===== config.mk =====
export PLATFORM = sky130hd
export DESIGN_NAME = cv32e40p_wb_arbiter_flat
export DESIGN_NICKNAME = d
export VERILOG_FILES = /design/src/rtl/cv32e40p_pkg.sv /design/src/rtl/cv32e40p_wb_arbiter_if.sv /design/src/rtl/cv32e40p_sat_counter.sv /design/src/rtl/cv32e40p_wb_arbiter.sv /design/src/flat_wrapper.sv
export SDC_FILE = /design/constraint.sdc
export NUM_CORES = 1
export LEC_CHECK = 0
export CAP_MARGIN = 30
export CORE_UTILIZATION = 38
export DETAILED_ROUTE_END_ITERATION = 8
export GPL_TIMING_DRIVEN = 0
export PLACE_DENSITY = 0.79
export REMOVE_ABC_BUFFERS = 1
export SYNTH_ARGS = -nofsm -noshare
export SYNTH_HDL_FRONTEND = slang
export SYNTH_SLANG_ARGS = --single-unit

===== constraint.sdc =====
create_clock -name clk -period 1.8 [get_ports clk]
set_input_delay 0.36 -clock clk [delete_from_list [all_inputs] [get_ports clk]]
set_output_delay 0.36 -clock clk [all_outputs]
set_load 0.05 [all_outputs]

===== src/rtl/cv32e40p_pkg.sv =====
// Shared types, widths and helpers for the writeback-arbiter slice.
// Imported by the interface, the arbiter top and its sub-modules.
package cv32e40p_pkg;

  localparam int REG_ADDR_W     = 6;
  localparam int WB_DATA_W      = 32;
  localparam int STARVE_CNT_W   = 4;
  localparam int CONFLICT_CNT_W = 16;

  typedef enum logic {
    PRIO_LSU = 1'b0,
    PRIO_ALU = 1'b1
  } wb_prio_e;

  typedef logic [REG_ADDR_W-1:0] reg_addr_t;
  typedef logic [WB_DATA_W-1:0]  wb_data_t;

  // x0 is hard-wired to zero, so it can never participate in a hazard.
  function automatic logic addr_hit(input reg_addr_t raddr,
                                    input reg_addr_t waddr,
                                    input logic      valid);
    return valid && (raddr != '0) && (raddr == waddr);
  endfunction

endpackage


===== src/rtl/cv32e40p_wb_arbiter_if.sv =====
// Bundle of writeback requests, the shared register-file write port and the
// ID-stage hazard lookup; slave is the arbiter side, master the requester side.
interface cv32e40p_wb_arbiter_if;
  import cv32e40p_pkg::*;

  logic                      alu_req_i;
  reg_addr_t                 alu_waddr_i;
  wb_data_t                  alu_wdata_i;
  logic                      alu_gnt_o;

  logic                      lsu_req_i;
  reg_addr_t                 lsu_waddr_i;
  wb_data_t                  lsu_wdata_i;
  logic                      lsu_gnt_o;

  logic                      flush_i;

  logic                      regfile_we_o;
  reg_addr_t                 regfile_waddr_o;
  wb_data_t                  regfile_wdata_o;

  reg_addr_t                 raddr_a_i;
  reg_addr_t                 raddr_b_i;
  logic                      hazard_o;

  logic [CONFLICT_CNT_W-1:0] conflict_cnt_o;

  modport master (
    output alu_req_i, alu_waddr_i, alu_wdata_i,
    output lsu_req_i, lsu_waddr_i, lsu_wdata_i,
    output flush_i, raddr_a_i, raddr_b_i,
    input  alu_gnt_o, lsu_gnt_o,
    input  regfile_we_o, regfile_waddr_o, regfile_wdata_o,
    input  hazard_o, conflict_cnt_o
  );

  modport slave (
    input  alu_req_i, alu_waddr_i, alu_wdata_i,
    input  lsu_req_i, lsu_waddr_i, lsu_wdata_i,
    input  flush_i, raddr_a_i, raddr_b_i,
    output alu_gnt_o, lsu_gnt_o,
    output regfile_we_o, regfile_waddr_o, regfile_wdata_o,
    output hazard_o, conflict_cnt_o
  );

endinterface


===== src/rtl/cv32e40p_sat_counter.sv =====
// Width-parameterized up-counter that sticks at all-ones instead of wrapping.
module cv32e40p_sat_counter #(
  parameter int WIDTH = 16
) (
  input  logic             clk,
  input  logic             rst_n,
  input  logic             inc,
  output logic [WIDTH-1:0] count
);

  logic [WIDTH-1:0] count_reg;
  logic [WIDTH-1:0] count_next;

  always_comb begin
    count_next = count_reg;
    if (inc && (count_reg != '1)) begin
      count_next = count_reg + WIDTH'(1);
    end
  end

  always_ff @(posedge clk or negedge rst_n) begin
    if (!rst_n) begin
      count_reg <= '0;
    end else begin
      count_reg <= count_next;
    end
  end

  assign count = count_reg;

endmodule


===== src/rtl/cv32e40p_wb_arbiter.sv =====
// Two-requester writeback arbiter (ALU vs LSU) onto one register-file write port,
// LSU-first with an ALU anti-starvation escalation, plus ID-stage hazard detection.
module cv32e40p_wb_arbiter
  import cv32e40p_pkg::*;
#(
  parameter int unsigned STARVE_LIMIT = 3
) (
  input  logic                  clk,
  input  logic                  rst_n,
  cv32e40p_wb_arbiter_if.slave  bus
);

  localparam logic [STARVE_CNT_W-1:0] STARVE_LIMIT_C = STARVE_CNT_W'(STARVE_LIMIT);

  wb_prio_e                state_reg;
  wb_prio_e                state_next;
  logic [STARVE_CNT_W-1:0] starve_reg;
  logic [STARVE_CNT_W-1:0] starve_next;

  logic                    we_reg;
  logic                    we_next;
  reg_addr_t               waddr_reg;
  reg_addr_t               waddr_next;
  wb_data_t                wdata_reg;
  wb_data_t                wdata_next;

  logic                    alu_live;
  logic                    alu_gnt;
  logic                    lsu_gnt;

  // A flushed ALU request is invisible to arbitration and hazard tracking.
  assign alu_live = bus.alu_req_i && !bus.flush_i;

  always_comb begin
    alu_gnt = 1'b0;
    lsu_gnt = 1'b0;
    if (rst_n) begin
      if (state_reg == PRIO_ALU) begin
        alu_gnt = alu_live;
        lsu_gnt = bus.lsu_req_i && !alu_live;
      end else begin
        lsu_gnt = bus.lsu_req_i;
        alu_gnt = alu_live && !bus.lsu_req_i;
      end
    end
  end

  always_comb begin
    state_next  = state_reg;
    starve_next = starve_reg;

    if (alu_gnt || !bus.alu_req_i || bus.flush_i) begin
      starve_next = '0;
    end else if (starve_reg != '1) begin
      starve_next = starve_reg + STARVE_CNT_W'(1);
    end

    case (state_reg)
      PRIO_LSU: begin
        if (starve_reg == STARVE_LIMIT_C) begin
          state_next = PRIO_ALU;
        end
      end
      PRIO_ALU: begin
        if (alu_gnt || bus.flush_i) begin
          state_next = PRIO_LSU;
        end
      end
      default: state_next = PRIO_LSU;
    endcase
  end

  always_ff @(posedge clk or negedge rst_n) begin
    if (!rst_n) begin
      state_reg  <= PRIO_LSU;
      starve_reg <= '0;
    end else begin
      state_reg  <= state_next;
      starve_reg <= starve_next;
    end
  end

  // Writes to x0 are consumed like any other grant but never enable the port.
  always_comb begin
    we_next    = 1'b0;
    waddr_next = waddr_reg;
    wdata_next = wdata_reg;
    if (alu_gnt) begin
      we_next    = (bus.alu_waddr_i != '0);
      waddr_next = bus.alu_waddr_i;
      wdata_next = bus.alu_wdata_i;
    end else if (lsu_gnt) begin
      we_next    = (bus.lsu_waddr_i != '0);
      waddr_next = bus.lsu_waddr_i;
      wdata_next = bus.lsu_wdata_i;
    end
  end

  always_ff @(posedge clk or negedge rst_n) begin
    if (!rst_n) begin
      we_reg    <= 1'b0;
      waddr_reg <= '0;
      wdata_reg <= '0;
    end else begin
      we_reg    <= we_next;
      waddr_reg <= waddr_next;
      wdata_reg <= wdata_next;
    end
  end

  reg_addr_t raddr [2];
  logic [1:0] hit;

  assign raddr[0] = bus.raddr_a_i;
  assign raddr[1] = bus.raddr_b_i;

  genvar gi;
  generate
    for (gi = 0; gi < 2; gi++) begin : g_hazard
      assign hit[gi] = addr_hit(raddr[gi], bus.alu_waddr_i, alu_live && !alu_gnt)
                    || addr_hit(raddr[gi], bus.lsu_waddr_i, bus.lsu_req_i && !lsu_gnt)
                    || addr_hit(raddr[gi], waddr_reg, we_reg);
    end
  endgenerate

  logic [CONFLICT_CNT_W-1:0] conflict_cnt;

  cv32e40p_sat_counter #(
    .WIDTH (CONFLICT_CNT_W)
  ) u_conflict_cnt (
    .clk   (clk),
    .rst_n (rst_n),
    .inc   (bus.alu_req_i && bus.lsu_req_i),
    .count (conflict_cnt)
  );

  assign bus.alu_gnt_o       = alu_gnt;
  assign bus.lsu_gnt_o       = lsu_gnt;
  assign bus.regfile_we_o    = we_reg;
  assign bus.regfile_waddr_o = waddr_reg;
  assign bus.regfile_wdata_o = wdata_reg;
  assign bus.hazard_o        = |hit;
  assign bus.conflict_cnt_o  = conflict_cnt;

endmodule


===== src/flat_wrapper.sv =====
// flat-port wrapper written by rule: the top's interface ports become plain ports
module cv32e40p_wb_arbiter_flat import cv32e40p_pkg::*;
#(
  parameter int unsigned STARVE_LIMIT = 3
)
  (clk, rst_n, bus_alu_req_i, bus_alu_waddr_i, bus_alu_wdata_i, bus_lsu_req_i, bus_lsu_waddr_i, bus_lsu_wdata_i, bus_flush_i, bus_raddr_a_i, bus_raddr_b_i, bus_alu_gnt_o, bus_lsu_gnt_o, bus_regfile_we_o, bus_regfile_waddr_o, bus_regfile_wdata_o, bus_hazard_o, bus_conflict_cnt_o);
  cv32e40p_wb_arbiter_if bus_i ();
  input  logic clk;
  input  logic rst_n;
  input wire logic [$bits(bus_i.alu_req_i)-1:0] bus_alu_req_i;
  input wire logic [$bits(bus_i.alu_waddr_i)-1:0] bus_alu_waddr_i;
  input wire logic [$bits(bus_i.alu_wdata_i)-1:0] bus_alu_wdata_i;
  input wire logic [$bits(bus_i.lsu_req_i)-1:0] bus_lsu_req_i;
  input wire logic [$bits(bus_i.lsu_waddr_i)-1:0] bus_lsu_waddr_i;
  input wire logic [$bits(bus_i.lsu_wdata_i)-1:0] bus_lsu_wdata_i;
  input wire logic [$bits(bus_i.flush_i)-1:0] bus_flush_i;
  input wire logic [$bits(bus_i.raddr_a_i)-1:0] bus_raddr_a_i;
  input wire logic [$bits(bus_i.raddr_b_i)-1:0] bus_raddr_b_i;
  output wire logic [$bits(bus_i.alu_gnt_o)-1:0] bus_alu_gnt_o;
  output wire logic [$bits(bus_i.lsu_gnt_o)-1:0] bus_lsu_gnt_o;
  output wire logic [$bits(bus_i.regfile_we_o)-1:0] bus_regfile_we_o;
  output wire logic [$bits(bus_i.regfile_waddr_o)-1:0] bus_regfile_waddr_o;
  output wire logic [$bits(bus_i.regfile_wdata_o)-1:0] bus_regfile_wdata_o;
  output wire logic [$bits(bus_i.hazard_o)-1:0] bus_hazard_o;
  output wire logic [$bits(bus_i.conflict_cnt_o)-1:0] bus_conflict_cnt_o;
  assign bus_i.alu_req_i = bus_alu_req_i;
  assign bus_i.alu_waddr_i = bus_alu_waddr_i;
  assign bus_i.alu_wdata_i = bus_alu_wdata_i;
  assign bus_i.lsu_req_i = bus_lsu_req_i;
  assign bus_i.lsu_waddr_i = bus_lsu_waddr_i;
  assign bus_i.lsu_wdata_i = bus_lsu_wdata_i;
  assign bus_i.flush_i = bus_flush_i;
  assign bus_i.raddr_a_i = bus_raddr_a_i;
  assign bus_i.raddr_b_i = bus_raddr_b_i;
  assign bus_alu_gnt_o = bus_i.alu_gnt_o;
  assign bus_lsu_gnt_o = bus_i.lsu_gnt_o;
  assign bus_regfile_we_o = bus_i.regfile_we_o;
  assign bus_regfile_waddr_o = bus_i.regfile_waddr_o;
  assign bus_regfile_wdata_o = bus_i.regfile_wdata_o;
  assign bus_hazard_o = bus_i.hazard_o;
  assign bus_conflict_cnt_o = bus_i.conflict_cnt_o;
  cv32e40p_wb_arbiter #(.STARVE_LIMIT(STARVE_LIMIT)) u_core (.clk(clk), .rst_n(rst_n), .bus(bus_i));
endmodule

==> Yosys cells after proc, flatten, opt, wreduce, memory -nomap -nowiden <==
Index checks and enable logic that the tools add are counted.
{ "op_classes": {"bitwise": 1, "order_cmp": 0, "muxes": 15, "add_sub_neg": 2, "div": 0, "n_shift": 0, "eq_ne": 9, "n_reduce_logical": 39, "n_mul": 0} }
{ "ops": {"columns": ["cell", "n"], "rows": [
  ["two-way mux 32 bit", 2],
  ["== test 6 bit", 6],
  ["nonzero test 6 bit", 4],
  ["logical AND 1 bit", 19],
  ["adder 16 x 1 -> 16 bit, second input constant", 1],
  ["inequality test 16 bit, second input constant", 1],
  ["two-way mux 6 bit", 2],
  ["two-way mux 1 bit", 8],
  ["two-way mux 4 bit", 2],
  ["logical OR 1 bit", 7],
  ["logical NOT 1 bit", 6],
  ["adder 4 x 1 -> 4 bit, second input constant", 1],
  ["== test 4 x 2 -> 1 bit, second input constant", 1],
  ["inequality test 4 bit, second input constant", 1],
  ["nonzero test 2 bit", 2],
  ["case mux 1 bit (2 select lines)", 1],
  ["OR reduction 2 bit", 1],
  ["NOT 1 bit", 1]
]} }
{ "word_totals": {"output_inout_bits": 58, "wordCells": 72, "n_memories": 0, "romBits": 0, "in_bits": 93, "ramBits": 0, "reg_bits": 60, "latch_bits": 0} }

==> Depth between registers and ports, before layout <==
Gate-level depths: netlist of run 1.
{ "logic_depth": {"word_depth": 13, "depth_mapped": 6} }

==> By module <==
Synthesis of run 1 repeated with hierarchy kept, for this count alone.
{ "hier_totals": {"hier_cells": 330, "hier_area_um2": 3369.5} }
{ "by_module_without_submodules": {"columns": ["mod", "area_per_inst_um2", "instances", "cells_per_inst"], "rows": [
  ["cv32e40p_wb_arbiter", 2509.9, 1, 258],
  ["cv32e40p_sat_counter", 859.6, 1, 72]
]} }

==> Least setup slack after synthesis of run 1 <==
Ideal clock, no wire load.
{ "synth_timing": {"kind": "reg2out", "startpoint": "register u_core.waddr_reg[1], in the netlist u_core.bus.regfile_waddr_o[1]", "endpoint": "output port bus_hazard_o", "stages_incl_launch_ff": 6, "n_path_buf": 0, "required_ns": 1.440, "setup_slack_ns": -0.523, "t_arrival_ns": 1.963, "path_cell_list": "dfrtp_1 -> xnor2_1 -> nand4_1 -> nor4_1 -> a211oi_1 -> o22ai_1"} }
{ "synth_between": {"elab_chain_cells": 4, "elab_cells_between_ends": 7, "classes_between": "eq/ne (2); reduce/logical (5)"} }
{ "synth_lines": {"columns": ["element", "line_no", "rtl"], "rows": [
  ["start, declared", "cv32e40p_wb_arbiter.sv:22", "reg_addr_t waddr_reg;"],
  ["start signal, assigned", "cv32e40p_wb_arbiter.sv:106", "waddr_reg <= waddr_next;"],
  ["== test 6 bit", "cv32e40p_pkg.sv:22", "return valid && (raddr != '0) && (raddr == waddr);"],
  ["logical AND 1 bit", "cv32e40p_pkg.sv:22", null],
  ["logical OR 1 bit", "cv32e40p_wb_arbiter.sv:122", "|| addr_hit(raddr[gi], waddr_reg, we_reg);"],
  ["OR reduction 2 bit *", "cv32e40p_wb_arbiter.sv:142", "assign bus.hazard_o = |hit;"],
  ["end, declared", "flat_wrapper.sv:24", "output wire logic [$bits(bus_i.hazard_o)-1:0] bus_hazard_o;"]
]} }
Mark *: on every way between the ends. The rest lies on a longest branch, timed or not.

==> Worst setup path in the final report of run 1 <==
{ "layout_timing": {"startpoint": "register u_core.waddr_reg[5], in the netlist u_core.bus.regfile_waddr_o[5]", "endpoint": "output port bus_hazard_o"} }
The elaborated chain is that of the path after synthesis.

==> results of run 1 <==
-- final cells by class --
type,count,area share (%)
Clock inverter,6,1.21
Sequential cell,60,28.6
Multi-Input combinational cell,246,34.0
Inverter,1,0.0714
Timing Repair Buffer,168,31.1
Clock buffer,10,2.43
Tap cell,105,2.50
-- power groups by stage --
stage               logic (uW)  registers (uW)  clock network (uW)
floorplan                  438            2530                   0
global placement          1990            1790                   0
detailed placement        2010            1800                   0
CTS                       1950            1750                1240
global route              2070            1780                1290
finish                    1960            1750                1210
-- how the worst min path moves through the flow --
stage,from,endpoint,slack [ns],cells after the start
3_3_place_gp,u_core.u_conflict_cnt.count[7],u_core.u_conflict_cnt.count[7],0.48,1
5_1_grt,rst_n,u_core.u_conflict_cnt.count[11],-0.1,1
4_1_cts,rst_n,u_core.u_conflict_cnt.count[14],-0.08,1
3_5_place_dp,u_core.u_conflict_cnt.count[7],u_core.u_conflict_cnt.count[7],0.49,1
6_report,rst_n,u_core.u_conflict_cnt.count[11],-0.1,1
2_1_floorplan,rst_n,u_core.bus.regfile_waddr_o[0],0.06,0
-- per-layer routing --
layer	GRT usage, %	up-vias	share of wire, %
li1	-	1470	-
met5	0	-	0
met1	28.4	1473	44
met2	38.0	94	48
met4	8.96	0	1.6
met3	5.07	13	5.8
-- cell families after synthesis --
family	synth area share, %
xor+xnor	13.8
simple gates	15.3
compound gates	9.21
buf+inv	2.35
flops	46.2
fa+ha+maj	0.770
mux	12.4
-- repair_timing --
| action | CTS | global route |
|---|---|---|
| gates resized for setup | 120 | 15 |
| hold endpoints to repair | 60 | 60 |
| pin swaps | 12 | 5 |
| buffers inserted | 14 | 2 |
| cloned | 3 | 1 |
| setup endpoints to repair | 112 | 30 |
-- cell usage after synthesis --
library cell               instances
sky130_fd_sc_hd__o21ai_0           2
sky130_fd_sc_hd__a21oi_1          39
sky130_fd_sc_hd__nand4_1          13
sky130_fd_sc_hd__ha_1              2
sky130_fd_sc_hd__nor3_1            7
sky130_fd_sc_hd__buf_6             1
sky130_fd_sc_hd__buf_4             4
sky130_fd_sc_hd__o22ai_1           1
sky130_fd_sc_hd__nor2b_1           2
sky130_fd_sc_hd__mux2_2            1
sky130_fd_sc_hd__xnor2_1          36
sky130_fd_sc_hd__mux2i_1          39
sky130_fd_sc_hd__nand2_1           8
sky130_fd_sc_hd__a211oi_1          2
sky130_fd_sc_hd__a21oi_4           1
sky130_fd_sc_hd__and4_1            2
sky130_fd_sc_hd__nand3_1           7
sky130_fd_sc_hd__and3_1            2
sky130_fd_sc_hd__nand2b_1          1
sky130_fd_sc_hd__and4_2            1
sky130_fd_sc_hd__nor2_1           43
sky130_fd_sc_hd__clkbuf_1          7
sky130_fd_sc_hd__a211oi_4          1
sky130_fd_sc_hd__and3_2            2
sky130_fd_sc_hd__nor4_1            4
sky130_fd_sc_hd__dfrtp_1          60
sky130_fd_sc_hd__nand3b_1          1
sky130_fd_sc_hd__inv_1             1
sky130_fd_sc_hd__and3_4            1
sky130_fd_sc_hd__or4_1             4
sky130_fd_sc_hd__xor2_1           15
sky130_fd_sc_hd__nor3b_1           1
sky130_fd_sc_hd__a21bo_2           1
sky130_fd_sc_hd__o31ai_1           1
sky130_fd_sc_hd__buf_2             1
sky130_fd_sc_hd__a31oi_1           3
-- stage by stage --
step	hold WS, ns	total power (uW)	area (um^2)
2_1_floorplan	0.0644	2960	3180
3_3_place_gp	0.476	3770	4810
3_5_place_dp	0.488	3810	4880
4_1_cts	-0.0769	4940	5190
5_1_grt	-0.0982	5150	5260
6_report	-0.0983	4920	5260
==> run summary, run 1 <==
================================================================================
Vias in the first global route                                              3109
Highest-count cells in the layout ignoring fill and taps            79 x sky130_fd_sc_hd__dlygate4sd2_1, 64 x sky130_fd_sc_hd__clkdlybuf4s50_1, 57 x sky130_fd_sc_hd__dfrtp_1, 43 x sky130_fd_sc_hd__nor2_1, 39 x sky130_fd_sc_hd__mux2i_1
Critical path launch point                                          u_core.bus.regfile_waddr_o[5]
DR iter-0 viols                                                               90
Fin crit period                                                          2.12 ns
Outcome                                                             finished, violations left
CTS H-tree lvls                                                                3
Total of endpoints with negative setup slack in the final report               1
Aggregate global routing overflow                                              0
Area share of the largest cell type after synthesis                        46.2%
Unrepaired setup endpoints after global routing                              yes
Reg2Reg Setup Slack                                                      0.05 ns
Die X-Extent                                                             94.5 um
Area growth from synthesis to layout                                       61.8%
Initial antenna violation count                                                0
Detailed-routing iteration count for the pre-antenna-repair pass               4
Buffer levels on the longest clock path                                        2
Final #Nets                                                                  581
Final-layout setup total negative slack                                -0.316 ns
Crit path arrival time                                                   1.76 ns
Kind of path behind the tightest hold check                         primary input to asynchronous set/reset pin
Count of filler cells inserted in the layout                                 687
Internal Dissipation                                                     2900 uW
Register Area                                                          1510 um^2
Detailed placement HPWL                                                  6.32 mm
Sequential group share of total power                                      35.6%
Fraction of power consumed by combinational cells                          39.9%
Highest clock rate                                                       473 MHz
Routability cong.                                                          0.822
Global-route total usage across every layer                                22.7%
Portion of the post-synthesis area used by sequential elements             46.2%
Port-buffer cells                                                            150
Most common cell after layout, fill and taps aside                  sky130_fd_sc_hd__dlygate4sd2_1
Critical register-to-register path endpoint                         u_core.u_conflict_cnt.count[1]
Crit path buffers/inverters                                                    1
Area of the multi-input gates                                          1790 um^2
Average cell area after synthesis                                      10.2 um^2
Worst slack after detailed placement                                    -1.74 ns
Critical path data required time                                         1.44 ns
VDD IR max                                                              0.605 mV
Worst Clk Skew                                                        0.00952 ns
Die footprint                                                          8920 um^2
# diodes                                                                       0
Fraction of the core area covered by cells at the end of the flow          63.7%
Hold WS                                                               -0.0983 ns
R2R cell count                                                                 5
Die height                                                               94.5 um
Sw Ratio                                                                   41.0%
Max FO, Critical Path                                                          4
Core footprint                                                         8260 um^2
DRC violation count after routing                                              0
Total number of yosys warnings                                                 0
Max-slew violations                                                            0
Largest cells by area after synthesis                               sky130_fd_sc_hd__dfrtp_1 46%, sky130_fd_sc_hd__mux2i_1 12%, sky130_fd_sc_hd__xnor2_1 9.7%, sky130_fd_sc_hd__a21oi_1 6.0%, sky130_fd_sc_hd__nor2_1 5.0%
Clock Latency Late Sink                                                  0.33 ns
Combined area of all synthesized cells                                 3250 um^2
Average routed wire per standard cell                                    16.9 um
Number of max-cap violations                                                   0
Pin count of the biggest net entering global routing                          67
Starting density of the core                                               39.3%
Clock tree from TritonCTS                                                    yes
#FFs+latches synth                                                            60
Category of the critical setup timing path                          register to primary output
Launch instance of the worst register-to-register path              u_core.u_conflict_cnt.count[1]
Clock transition at the registers of the reported paths                  0.08 ns
Crit path depth                                                                5
Worst stage delay on the critical path                                   0.45 ns
Post-detailed-route count of antenna-violating nets                            0
Critical path's top delay family                                      flip-flops
Clk sinks                                                                     60
Cell count after synthesis                                                   317
Post-route clock period utilization                                         118%
Max-Slew Margin vs Limit                                                   62.4%
Total net switching power                                                2020 uW
Capture point of the worst path                                     bus_hazard_o
Netlist cell types                                                            36
Routed via count                                                            3050
Chain of cells forming the critical path                            xor2_1 > nor4_2 > a211oi_1 > o22ai_1 > buf_4
Count of final hold-check violations                                          60
CP Capture Type                                                     primary output
Cell Pwr Density                                                     936 nW/um^2
Worst-case setup margin in the final layout                            -0.316 ns
Via density per instance                                                    5.12
Std-Cell Rows                                                                 33
Root buf cell                                                       sky130_fd_sc_hd__clkbuf_8
Transition time of the tightest slew-check pin                          0.563 ns
Num CTS Buffers                                                                9
Cell at the slowest stage of the critical path                      sky130_fd_sc_hd__dfrtp_1
Total wire length after detailed routing                                 10.0 mm
Clock network fraction of design power                                     24.5%
Largest area contributor in the netlist                             sky130_fd_sc_hd__dfrtp_1
First-pass GRT wire length                                               15.2 mm
Proportion of layout cells with a drive suffix above 1                     12.8%
Violated checks                                                     negative hold slack, negative setup slack
I/O pin cnt                                                                  151
Final cell count without fillers                                             596
Leak                                                                  0.00227 uW
Worst Setup Start Kind                                                  register
Max FFs per register                                                          32
Total placed cells including tap cells                                       561
================================================================================
Note: power is estimated with default switching activity, not from simulation.
==> inputs of run 2 (changes only) <==
--- a/config.mk
+++ b/config.mk
@@ -5,10 +5,11 @@
 export SDC_FILE = /design/constraint.sdc
 export NUM_CORES = 1
 export LEC_CHECK = 0
+export ABC_CLOCK_PERIOD_IN_PS = 1800
 export CAP_MARGIN = 30
 export CORE_UTILIZATION = 38
+export CTS_BUF_LIST = sky130_fd_sc_hd__clkbuf_8 sky130_fd_sc_hd__clkbuf_16
 export DETAILED_ROUTE_END_ITERATION = 8
-export GPL_TIMING_DRIVEN = 0
 export PLACE_DENSITY = 0.79
 export REMOVE_ABC_BUFFERS = 1
 export SYNTH_ARGS = -nofsm -noshare
==> run 2 against run 1 <==
The flow finishes with violations (negative setup slack); clock power up 9.9%; global-route usage down 1.0 points; worst setup slack worse by 0.12 ns; maximum frequency down 5.3%; largest cell class is now non-clock buffers; hold slack better by 0.17 ns; first-iteration DRC count up 6.7%; total power up 6.5%; register-to-register slack worse by 0.02 ns; clock skew down 0.0020 ns; sequential share of layout area down 0.77 points.
==> run summary, run 2 (synthesis results as in run 1) <==
================================================================================
Outcome                                                             finished, violations left
Violated checks                                                     negative setup slack
First-pass GRT wire length                                               14.9 mm
Number of max-cap violations                                                   0
VDD IR max                                                              0.498 mV
Die height                                                               94.5 um
Hold WS                                                                0.0756 ns
Highest clock rate                                                       447 MHz
Total routed wire length on the met1 layer                               4.09 mm
Std-Cell Rows                                                                 33
Unrepaired setup endpoints after global routing                              yes
Starting density of the core                                               39.3%
Worst Setup Start Kind                                              primary input
Via density per instance                                                    5.07
Max FFs per register                                                          32
Clock tree from TritonCTS                                                    yes
Standard cell area after detailed placement                            5020 um^2
Total wire length after detailed routing                                 9.44 mm
Max-slew violations                                                            0
Met3 routed WL                                                            523 um
Proportion of layout cells with a drive suffix above 1                     28.4%
Core footprint                                                         8260 um^2
Aggregate global routing overflow                                              0
Crit path arrival time                                                   1.88 ns
Post-route clock period utilization                                         124%
Critical path data required time                                         1.44 ns
Fin crit period                                                          2.24 ns
DRC violation count after routing                                              0
Die footprint                                                          8920 um^2
Leak                                                                  0.00240 uW
Worst Clk Skew                                                        0.00751 ns
Transition time of the tightest slew-check pin                          0.341 ns
Root buf cell                                                       sky130_fd_sc_hd__clkbuf_8
Count of final hold-check violations                                           0
Hold bufs inserted after CTS                                                   0
Area of the multi-input gates                                          1760 um^2
Initial antenna violation count                                                0
Buffer levels on the longest clock path                                        2
Met2 Wirelength                                                          4.71 mm
Worst slack after detailed placement                                   -0.600 ns
Cell Pwr Density                                                     971 nW/um^2
Fraction of the core area covered by cells at the end of the flow          65.3%
Pin count of the biggest net entering global routing                          79
Detailed-routing iteration count for the pre-antenna-repair pass               4
Routed via count                                                            3157
Max-Slew Margin vs Limit                                                   77.2%
Detailed placement HPWL                                                  6.95 mm
Register Area                                                          1500 um^2
Vias in the first global route                                              3153
Post-detailed-route count of antenna-violating nets                            0
Global-route total usage across every layer                                21.7%
Kind of path behind the tightest hold check                         primary input to asynchronous set/reset pin
Highest-count cells in the layout ignoring fill and taps            97 x sky130_fd_sc_hd__buf_4, 67 x sky130_fd_sc_hd__clkdlybuf4s50_1, 58 x sky130_fd_sc_hd__dfrtp_1, 43 x sky130_fd_sc_hd__nor2_1, 39 x sky130_fd_sc_hd__mux2i_1
Final Cell Area                                                        5400 um^2
Port-buffer cells                                                            150
Worst-case setup margin in the final layout                            -0.436 ns
Die X-Extent                                                             94.5 um
CP Capture Type                                                     primary output
Category of the critical setup timing path                          primary input to primary output
Most common cell after layout, fill and taps aside                  sky130_fd_sc_hd__buf_4
Total of endpoints with negative setup slack in the final report               1
Clock Latency Late Sink                                                  0.33 ns
Max FO, Critical Path                                                          3
DR iter-0 viols                                                               96
Clock transition at the registers of the reported paths                  0.07 ns
I/O pin cnt                                                                  151
Num CTS Buffers                                                                9
Final #Nets                                                                  609
Clk sinks                                                                     60
CTS H-tree lvls                                                                3
Final-layout setup total negative slack                                -0.436 ns
Routability cong.                                                          0.891
Count of filler cells inserted in the layout                                 668
Average routed wire per standard cell                                    15.1 um
Top layer reached by signal wires                                           met4
# diodes                                                                       0
Area growth from synthesis to layout                                       66.1%
================================================================================
[run 2: layout make-up]
class	count	share of cell area, %
repair buffers	199	32.9
clock inverters	5	1.44
flip-flops and latches	60	27.9
inverters	1	0.0696
clock buffers	10	2.55
multi-input cells	243	32.7
well taps	105	2.43
[run 2: metal layers]
metal / GRT usage [%] / vias up
met5: 0 / -
met4: 6.31 / 0
met2: 36.2 / 101
met3: 5.48 / 11
li1: - / 1513
met1: 27.6 / 1532
[run 2: where the power goes]
| group | total [uW] | internal, uW | switching (uW) |
|---|---|---|---|
| logic | 2190 | 860 | 1330 |
| clock network | 1330 | 805 | 522 |
| registers | 1730 | 1570 | 158 |
| total | 5240 | 3230 | 2010 |
[run 2: through the flow]
step,total power [uW],cells
3_3_place_gp,3830,599
6_report,5240,623
3_5_place_dp,3870,599
4_1_cts,5250,621
2_1_floorplan,2960,304
5_1_grt,5490,623
[run 2: repair_timing]
| item | in CTS | in global routing |
|---|---|---|
| setup buffers | 7 | 2 |
| resized for setup | 38 | 12 |
| cloned | 0 | 0 |
| endpoints found under the setup margin | 36 | 19 |
| pin swaps | 9 | 8 |
[run 2: path summary, 6_finish.rpt]
| kind | from | to | slack, ns | cells past startpoint |
|---|---|---|---|---|
| min in group clk | bus_lsu_waddr_i[2] | u_core.bus.regfile_waddr_o[2] | 0.49 | 3 |
| max in group asynchronous | rst_n | u_core.bus.regfile_wdata_o[22] | 1.44 | 2 |
| worst min register to register | u_core.u_conflict_cnt.count[10] | u_core.u_conflict_cnt.count[10] | 0.51 | 1 |
| worst max-delay path | bus_lsu_waddr_i[5] | bus_hazard_o | -0.44 | 7 |
| worst min-delay path | rst_n | u_core.state_reg | 0.08 | 2 |
| worst max register to register | u_core.u_conflict_cnt.count[0] | u_core.u_conflict_cnt.count[15] | 0.03 | 6 |
[run 2: critical path, stage by stage]
cell and delay (ns):
sky130_fd_sc_hd__clkdlybuf4s50_1 0.46, sky130_fd_sc_hd__buf_4 0.17, sky130_fd_sc_hd__xor2_1 0.16, sky130_fd_sc_hd__nor3_1 0.25
sky130_fd_sc_hd__a211oi_1 0.11, sky130_fd_sc_hd__o22ai_1 0.13, sky130_fd_sc_hd__buf_4 0.23
